`src/rtl/debounce_multi.sv`:
```
// Multi-channel input conditioner: each channel has a synchroniser, a stability filter,
// a registered debounced level, and one-cycle rise/fall pulses.
// Optional: define DEBOUNCE_FALL_EV_EN to build the fall_o pulse registers (otherwise fall_o is 0).
`timescale 1ns/1ps

module debounce_multi #(
    parameter int CH          = 4,
    parameter int SYNC_STAGES = 2,
    parameter int STABLE_CNT  = 1000000
) (
    input  logic          clk100_i,
    input  logic          rstn_i,
    input  logic [CH-1:0] ev_i,
    output logic [CH-1:0] level_o,
    output logic [CH-1:0] rise_o,
    output logic [CH-1:0] fall_o
);

    localparam int CNT_W = (STABLE_CNT > 1) ? $clog2(STABLE_CNT) : 1;
    localparam logic [CNT_W-1:0] CNT_MAX = CNT_W'(STABLE_CNT - 1);

    for (genvar gi = 0; gi < CH; gi++) begin : g_ch
        logic [SYNC_STAGES-1:0] sync_reg;
        logic [CNT_W-1:0]       cnt_reg;
        logic                   level_reg;
        logic                   rise_reg;
        logic                   sync_s;
        logic                   differ;
        logic                   accept;

        assign sync_s = sync_reg[SYNC_STAGES-1];
        assign differ = (sync_s != level_reg);
        // A differing value is accepted once it has persisted for STABLE_CNT cycles.
        assign accept = differ && (cnt_reg == CNT_MAX);

        always_ff @(posedge clk100_i or negedge rstn_i) begin
            if (!rstn_i) begin
                sync_reg  <= '0;
                cnt_reg   <= '0;
                level_reg <= 1'b0;
                rise_reg  <= 1'b0;
            end else begin
                sync_reg <= {sync_reg[SYNC_STAGES-2:0], ev_i[gi]};
                if (!differ || accept) begin
                    cnt_reg <= '0;
                end else begin
                    cnt_reg <= cnt_reg + 1'b1;
                end
                if (accept) begin
                    level_reg <= sync_s;
                end
                rise_reg <= accept && sync_s;
            end
        end

        assign level_o[gi] = level_reg;
        assign rise_o[gi]  = rise_reg;

`ifdef DEBOUNCE_FALL_EV_EN
        logic fall_reg;

        always_ff @(posedge clk100_i or negedge rstn_i) begin
            if (!rstn_i) begin
                fall_reg <= 1'b0;
            end else begin
                fall_reg <= accept && !sync_s;
            end
        end

        assign fall_o[gi] = fall_reg;
`else
        assign fall_o[gi] = 1'b0;
`endif
    end

endmodule
```
`config.mk`:
```
export PLATFORM = sky130hd
export DESIGN_NAME = debounce_multi
export DESIGN_NICKNAME = d
export VERILOG_FILES = /design/src/rtl/debounce_multi.sv
export SDC_FILE = /design/constraint.sdc
export NUM_CORES = 1
export LEC_CHECK = 0
export CAP_MARGIN = 25
export CORE_MARGIN = 2
export CORE_UTILIZATION = 57
export CTS_CLUSTER_SIZE = 40
export DETAILED_ROUTE_END_ITERATION = 6
export DONT_BUFFER_PORTS = 1
export GPL_TIMING_DRIVEN = 1
export PLACE_DENSITY = 0.75
export SYNTH_ARGS = -nofsm -noshare
export SYNTH_HDL_FRONTEND = slang
export SYNTH_SLANG_ARGS = --single-unit
export TNS_END_PERCENT = 10
```
`constraint.sdc`:
```
create_clock -name clk100_i -period 1.6 [get_ports clk100_i]
set_input_delay 0.24 -clock clk100_i [delete_from_list [all_inputs] [get_ports clk100_i]]
set_output_delay 0.24 -clock clk100_i [all_outputs]
set_load 0.005 [all_outputs]
```
Word level (Yosys, flattened, before mapping)
Index checks and enable logic that the tools add are counted.

word-level totals
  bits in registers = 96
  bits of input ports = 6

cells by class
  add/subtract/negate cells = 4
  equality and inequality tests = 8
  multiplexer cells = 4
  reductions and logical operators = 16

operators by type and width
  cell                                            count
  adder 20 x 1 -> 20 bit (second input constant)  4
  == test 20 bit (second input constant)          4
  two-way mux 20 bit                              4
  logical AND 1 bit                               8
  logical NOT 1 bit                               4
  logical OR 1 bit                                4
  != test 1 bit                                   4

Depth between registers and ports, before layout
Gate-level depths: netlist of run 1.

  word-level depth = 4
  mapped depth = 6
  gate-level depth less buffers = 5

Worst setup path after synthesis of run 1
No wires, ideal clock.

  kind = reg2reg
  from = register g_ch[2].cnt_reg[0]
  to = register g_ch[2].cnt_reg[10]
  arrival = 1.555 ns
  required time = 1.479 ns
  setup slack = -0.076 ns
  stages on the path, launching flop included = 7
  clock period less this slack = 1.676 ns
  cells stage by stage = dfrtp_1 ha_1 and3_1 nand4_1 o21ai_1 buf_2 nor2_1

on the way
  cells in the longest elaborated chain, start to end = 4
  elaborated cells on any way between the ends = 5
  those cells by class = add/sub (1); eq/ne (1); mux (1); reduce/logical (2)

ends and longest elaborated chain
  element                                                                         RTL line  source
  from (decl)                                                                     24        logic [CNT_W-1:0] cnt_reg;
  from (signal assigned)                                                          47        cnt_reg <= cnt_reg + 1'b1;
  parallel branches: the longest is 3 deep, another holds adder 20 x 1 -> 20 bit  n/a
  two-way mux 20 bit *                                                            44        if (!differ || accept) begin

Mark *: on every way between the ends.
A chain may end at the register's enable or synchronous reset.

Final worst setup path of run 1
  from = register g_ch[0].cnt_reg[18]
  to = register g_ch[0].cnt_reg[5]

on the way
  cells in the longest elaborated chain, start to end = 4

ends and longest elaborated chain
  element                 RTL line  source
  from (decl)             24
  from (signal assigned)  47
  == test 20 bit          34        assign accept = differ && (cnt_reg == CNT_MAX);
  logical AND 1 bit       34
  logical OR 1 bit        44
  two-way mux 20 bit      44

Every way passes these cells.

==> results of run 1 <==
-- cell usage after synthesis (6+ instances only) --
cell type  number  area [um^2]
xor2_1         17          149
o21ai_0        11         55.1
nor2_1         74          278
nand3_1        23          115
a21oi_1        13         65.1
xnor2_1        40          350
nor3_1         17         85.1
nand4_1        22          138
inv_1          17         63.8
buf_4          12         90.1
and3_1          8         50.1
dfrtp_1        96         2400
nor4_1         16          100
nand2_1        25         93.8
buf_2           6         30.0
or3_1           8         50.1
-- path summary, 6_finish.rpt --
| check | end | slack, ns | startpoint |
|---|---|---|---|
| setup reg to reg | g_ch[0].cnt_reg[5]$_DFF_PN0_ | -0.14 | g_ch[0].cnt_reg[18]$_DFF_PN0_ |
| setup / recovery | g_ch[0].cnt_reg[5]$_DFF_PN0_ | -0.14 | g_ch[0].cnt_reg[18]$_DFF_PN0_ |
| max in group asynchronous | g_ch[3].cnt_reg[8]$_DFF_PN0_ | 1.90 | rstn_i |
| hold / removal | g_ch[1].cnt_reg[9]$_DFF_PN0_ | -0.44 | rstn_i |
| hold reg to reg | g_ch[2].sync_reg[1]$_DFF_PN0_ | 0.35 | g_ch[2].sync_reg[0]$_DFF_PN0_ |
| min in group clk100_i | g_ch[2].sync_reg[1]$_DFF_PN0_ | 0.35 | g_ch[2].sync_reg[0]$_DFF_PN0_ |
-- stage by stage --
step / utilization / setup TNS (ns)
floorplan: - / -0.0453
global placement: 0.662 / -0.435
detailed placement: 0.662 / -0.992
CTS: 0.712 / -0.319
global route: 0.728 / -6.48
finish: 0.728 / -2.98
-- kinds of logic after synthesis --
logic type | after synthesis | share of synthesized area
xor+xnor | 57 | 0.108
fa+ha+maj | 4 | 0.0108
other cells | 1 | 0.000810
buf+inv | 36 | 0.0408
mux | 8 | 0.0184
simple gates | 221 | 0.254
compound gates | 37 | 0.0489
flops | 96 | 0.519
-- routing by layer --
| metal | wire [um] | track usage | vias up |
|---|---|---|---|
| met1 | 4420 | 0.297 | 1763 |
| met2 | 4790 | 0.375 | 73 |
| li1 | - | - | 1760 |
| met3 | 317 | 0.0393 | 18 |
| met5 | 0 | 0 | - |
| met4 | 178 | 0.0785 | 0 |
-- layout make-up --
| cell class | instances | area share |
|---|---|---|
| clock buffer | 10 | 0.0242 |
| clock inverter | 5 | 0.00991 |
| inverter | 17 | 0.0112 |
| multi-input combinational | 331 | 0.395 |
| sequential | 96 | 0.424 |
| tap | 102 | 0.0225 |
| timing repair buffer | 83 | 0.114 |
-- cell usage in the layout, fill, tap and decap left out, types with 14 or more instances in the layout --
cell     Yosys  final
xor2_1      17     17
nor2_1      74     69
xnor2_1     40     40
nand2_1     25     23
nand3_1     23     19
dfrtp_1     96     92
nor3_1      17     14
inv_1       17     17
nand4_1     22     22
buf_4       12     75
-- timing repair --
action                                  in CTS  in global routing
buffers inserted                             8                  2
gates cloned                                 1                  0
pin swaps                                    3                 10
hold endpoints to repair                   100                 96
endpoints found under the setup margin      35                 74
resized for setup                           19                 25
-- report_power, final --
group,internal (mW),total (mW),switching (mW)
clock network,0.757,1.58,0.823
logic,0.0707,0.148,0.0770
registers,2.46,2.49,0.0293
total,3.29,4.22,0.930
==> results.yml, run 1 <==
run_status:
  outcome: "finished with violations"
  violations: "negative hold slack, negative setup slack"
clock_network:
  cts-buffers-inserted: 9
  cts.reportedPaths.clkPinSlew_ns: 0.10
  clockBufferDepth: 2
  cts_tree: "built"
  cts.sinks: 96
  ctsHoldBuffers: 4
  cts-htree-levels: 3
  clk_latency_ns: 0.36
  cts_root_buf: "clkbuf_8"
floorplanning:
  rows: 32
  die_area_um2: 8860
  ioPinCount: 18
  start_util: 0.593
  core_um2: 7810
  die_h_um: 94.1
  dieWidth_um: 94.1
finish:
  largest_reg_flops: 80
  regArea_um2: 2410
  area_growth_pct: 22.8
  fin_cells: 644
  multiInputGateArea_um2: 2240
  num-fill-cells: 528
  antenna_cells: 0
  fin_nets: 548
  design_area_um2: 5680
  drive_above_1_share: 0.275
sta:
  hold_ws_ns: -0.440
  fin_crit_ns: 1.74
  skew_ns: 0.0125
  finalSetupViolCount: 28
  fmax_mhz: 573
  maxSlewViolCount: 0
  rsz0062_at_grt: "true"
  hold_viol_final: 96
  fin_crit_sh: 1.09
  fin_ws_ns: -0.145
worst_setup_path:
  required_ns: 1.85
  path_max_fanout: 7
  end_kind: "flop"
  cp_slowest_cell: "or4b_4"
  critPathLaunchType: "flop"
  slowest_delay_ns: 0.56
  path_cells: "nand3_2 > or4b_4 > o31ai_4 > buf_6 > nor2_1"
  critPathBufInv: 1
  cp_top_family: "simple AND/OR/NAND/NOR gates"
  worstSetupPathType: "reg2reg"
  reg2reg_depth: 5
  cp.depth: 5
  critPathArrivalTime_ns: 1.99
synthesis:
  synth_area_per_cell_um2: 10.1
  syn_inst: 460
  yosysWarnings: 0
  ys_ff_latch: 96
  ys_types: 38
  syn_area_um2: 4630
  synth_flop_cell: "dfrtp_1"
  synth-async-reset-ratio: 1.00
  yosysSeqAreaShare: 0.519
  synth-edff-count: 0
run:
  maxCapViolCount: 0
detailed_routing:
  routed_wl_mm: 9.71
  via_per_inst: 5.61
  ant_nets: 0
  vias: 3614
  wire_per_inst_um: 15.1
  drc: 0
  drtIter0Drc: 167
  drtPass1Iterations: 4
placed_design:
  placed_area_um2: 5170
  port_buffers: 0
  place_ws_ns: -0.0925
  gp_congestion: 0.875
  post-place-cells: 614
  dp_hpwl_mm: 6.11
global_route:
  grt_usage: 0.225
  grt_pass1_wl_mm: 15.5
  grt_pass1_vias: 3436
  grt_overflow: 0
  antenna_found_initial: 0
  grt_max_degree: 97
power_and_ir_drop:
  power_density_nw_per_um2: 742
  p_leak_nw: 2.41
  power_mw: 4.22
  ir_worst_vdd_v: 0.000686
worst_hold_path:
  hold_class: "in2async"
No activity file was read; power rests on OpenSTA's default activity.
==> run 2, diff against run 1 <==
Settings changed: CORE_UTILIZATION 57 to 50, PLACE_DENSITY 0.75 to 0.68.
==> run 2 against run 1 <==
Against the previous run:
- critical path depth is 1 lower
- core utilization shrank 10 points
- the flow still finishes with violations (negative hold slack, negative setup slack)
- sequential cell count stayed put
- first-iteration DRC count down 37%
- sequential power is essentially flat
- largest power group unchanged
- clock power is 6% higher
- maximum frequency rose by 5.2%
==> results.yml, run 2 (synthesis results as in run 1) <==
worst_setup_path:
  timing.rr.end: "g_ch[1].cnt_reg[17]$_DFF_PN0_"
  path_max_fanout: 4
  slowest_delay_ns: 0.56
  critPathArrivalTime_ns: 1.95
  r2r_slack_ns: -0.06
  path_cells: "nand4_1 > or4_4 > or3_4 > a21oi_2"
  r2r_start: "g_ch[1].cnt_reg[12]$_DFF_PN0_"
  worstSetupPathType: "reg2reg"
  end_kind: "flop"
  reg2reg_depth: 4
  required_ns: 1.90
  critPathLaunchType: "flop"
  cp_slowest_cell: "or4_4"
floorplanning:
  start_util: 0.508
  die_area_um2: 10000
  core_um2: 9110
  die_h_um: 100
  rows: 35
  dieWidth_um: 100
  ioPinCount: 18
worst_hold_path:
  hold_class: "in2async"
placed_design:
  port_buffers: 0
  dp_hpwl_mm: 6.40
  post-place-cells: 635
  gp_congestion: 0.868
detailed_routing:
  drc: 0
  ant_nets: 0
  drtPass1Iterations: 4
  via_per_inst: 5.43
  vias: 3592
  wire_per_inst_um: 14.3
  routed_wl_mm: 9.44
  drtIter0Drc: 105
sta:
  hold_ws_ns: -0.435
  fmax_mhz: 603
  setup_tns_ns: -0.948
  maxSlewViolCount: 0
  fin_ws_ns: -0.0580
  rsz0062_at_grt: "true"
  finalSetupViolCount: 24
  skew_ns: 0.0151
  hold_viol_final: 96
  fin_crit_sh: 1.04
  fin_crit_ns: 1.66
finish:
  drive_above_1_share: 0.273
  num-fill-cells: 731
  area_growth_pct: 23.0
  fin_util: 0.625
  layout_commonest_cell: "dfrtp_1"
  antenna_cells: 0
  largest_reg_flops: 80
  fin_nets: 555
  final_cell_mix: "93 x dfrtp_1, 84 x buf_4, 72 x nor2_1"
  fin_cells: 661
global_route:
  grt_max_degree: 97
  grt_pass1_vias: 3590
  grt_pass1_wl_mm: 16.2
  grt_usage: 0.201
  antenna_found_initial: 0
  grt_overflow: 0
clock_network:
  cts_root_buf: "clkbuf_8"
  cts_tree: "built"
  cts.sinks: 96
  clk_latency_ns: 0.36
  cts-htree-levels: 3
  clockBufferDepth: 2
  cts-buffers-inserted: 9
  cts.reportedPaths.clkPinSlew_ns: 0.09
  ctsHoldBuffers: 4
run_status:
  violations: "negative hold slack, negative setup slack"
  outcome: "finished with violations"
run:
  maxCapViolCount: 0
power_and_ir_drop:
  ir_worst_vdd_v: 0.000408
  power_density_nw_per_um2: 755
  p_leak_nw: 2.41
==> run 2: cell count changes in the layout (fill, tap and decap cells not counted), moves of 3 or more <==
| cell | change |
|---|---|
| nor4_2 | +3 |
| nor2_1 | +3 |
| buf_4 | +9 |
| buf_6 | -3 |
| nor2_2 | -3 |
==> run 2: per-stage QoR <==
stage	area (um^2)	total power, mW	hold slack, ns	setup slack, ns
after CTS	5620	4.37	-0.462	-0.0495
after floorplan	4650	2.61	-0.0556	-0.0338
after detailed placement	5270	2.66	-0.0529	-0.102
final	5690	4.30	-0.435	-0.0580
after global placement	5270	2.65	-0.0531	-0.0718
after global routing	5690	4.49	-0.471	-0.166
==> run 2: what timing repair did <==
item	4_1_cts	5_1_grt
endpoints found under the setup margin	25	74
resized for setup	11	19
hold endpoints to repair	100	96
buffers inserted	5	0
cloned	1	0
pin swaps	1	3
==> run 2: power breakdown <==
part | leakage (nW) | internal [mW] | switching, mW
registers | 1.31 | 2.46 | 0.0265
logic | 0.999 | 0.0658 | 0.0722
clock network | 0.102 | 0.816 | 0.862
total | 2.41 | 3.34 | 0.961
==> run 2: worst max-delay path, delay by kind of cell (launching register included) <==
family	cells	cell delay (ns)
and+or+nand+nor	3	1.06
DFF	1	0.41
AOI/OAI and AO/OA	1	0.13
==> run 2: cell type report <==
cell class                 instances  area, um^2  area share
multi-input combinational        331        2180       0.384
tap                              111         139      0.0244
clock inverter                     5        62.6      0.0110
clock buffer                      11         151      0.0266
sequential                        96        2410       0.423
inverter                          17        63.8      0.0112
timing repair buffer              90         687       0.121
==> run 2: how the worst max path moves through the flow <==
stage | cells past startpoint | startpoint | slack (ns) | endpoint
finish | 4 | g_ch[1].cnt_reg[12]$_DFF_PN0_ | -0.06 | g_ch[1].cnt_reg[17]$_DFF_PN0_
global route | 4 | g_ch[1].cnt_reg[12]$_DFF_PN0_ | -0.17 | g_ch[1].cnt_reg[19]$_DFF_PN0_
CTS | 4 | g_ch[0].cnt_reg[18]$_DFF_PN0_ | -0.05 | g_ch[0].level_reg$_DFFE_PN0P_
detailed placement | 4 | g_ch[0].cnt_reg[18]$_DFF_PN0_ | -0.10 | g_ch[0].level_reg$_DFFE_PN0P_
global placement | 4 | g_ch[0].cnt_reg[18]$_DFF_PN0_ | -0.07 | g_ch[0].level_reg$_DFFE_PN0P_
floorplan | 4 | g_ch[0].cnt_reg[16]$_DFF_PN0_ | -0.03 | g_ch[0].level_reg$_DFFE_PN0P_
==> run 2: metal layers <==
metal | wire length, um | vias up | track usage | share of wire
li1 | - | 1770 | - | -
met1 | 4360 | 1753 | 0.267 | 0.46
met2 | 4680 | 54 | 0.325 | 0.50
met3 | 253 | 15 | 0.0501 | 0.027
met4 | 142 | 0 | 0.0664 | 0.015
met5 | 0 | - | 0 | 0
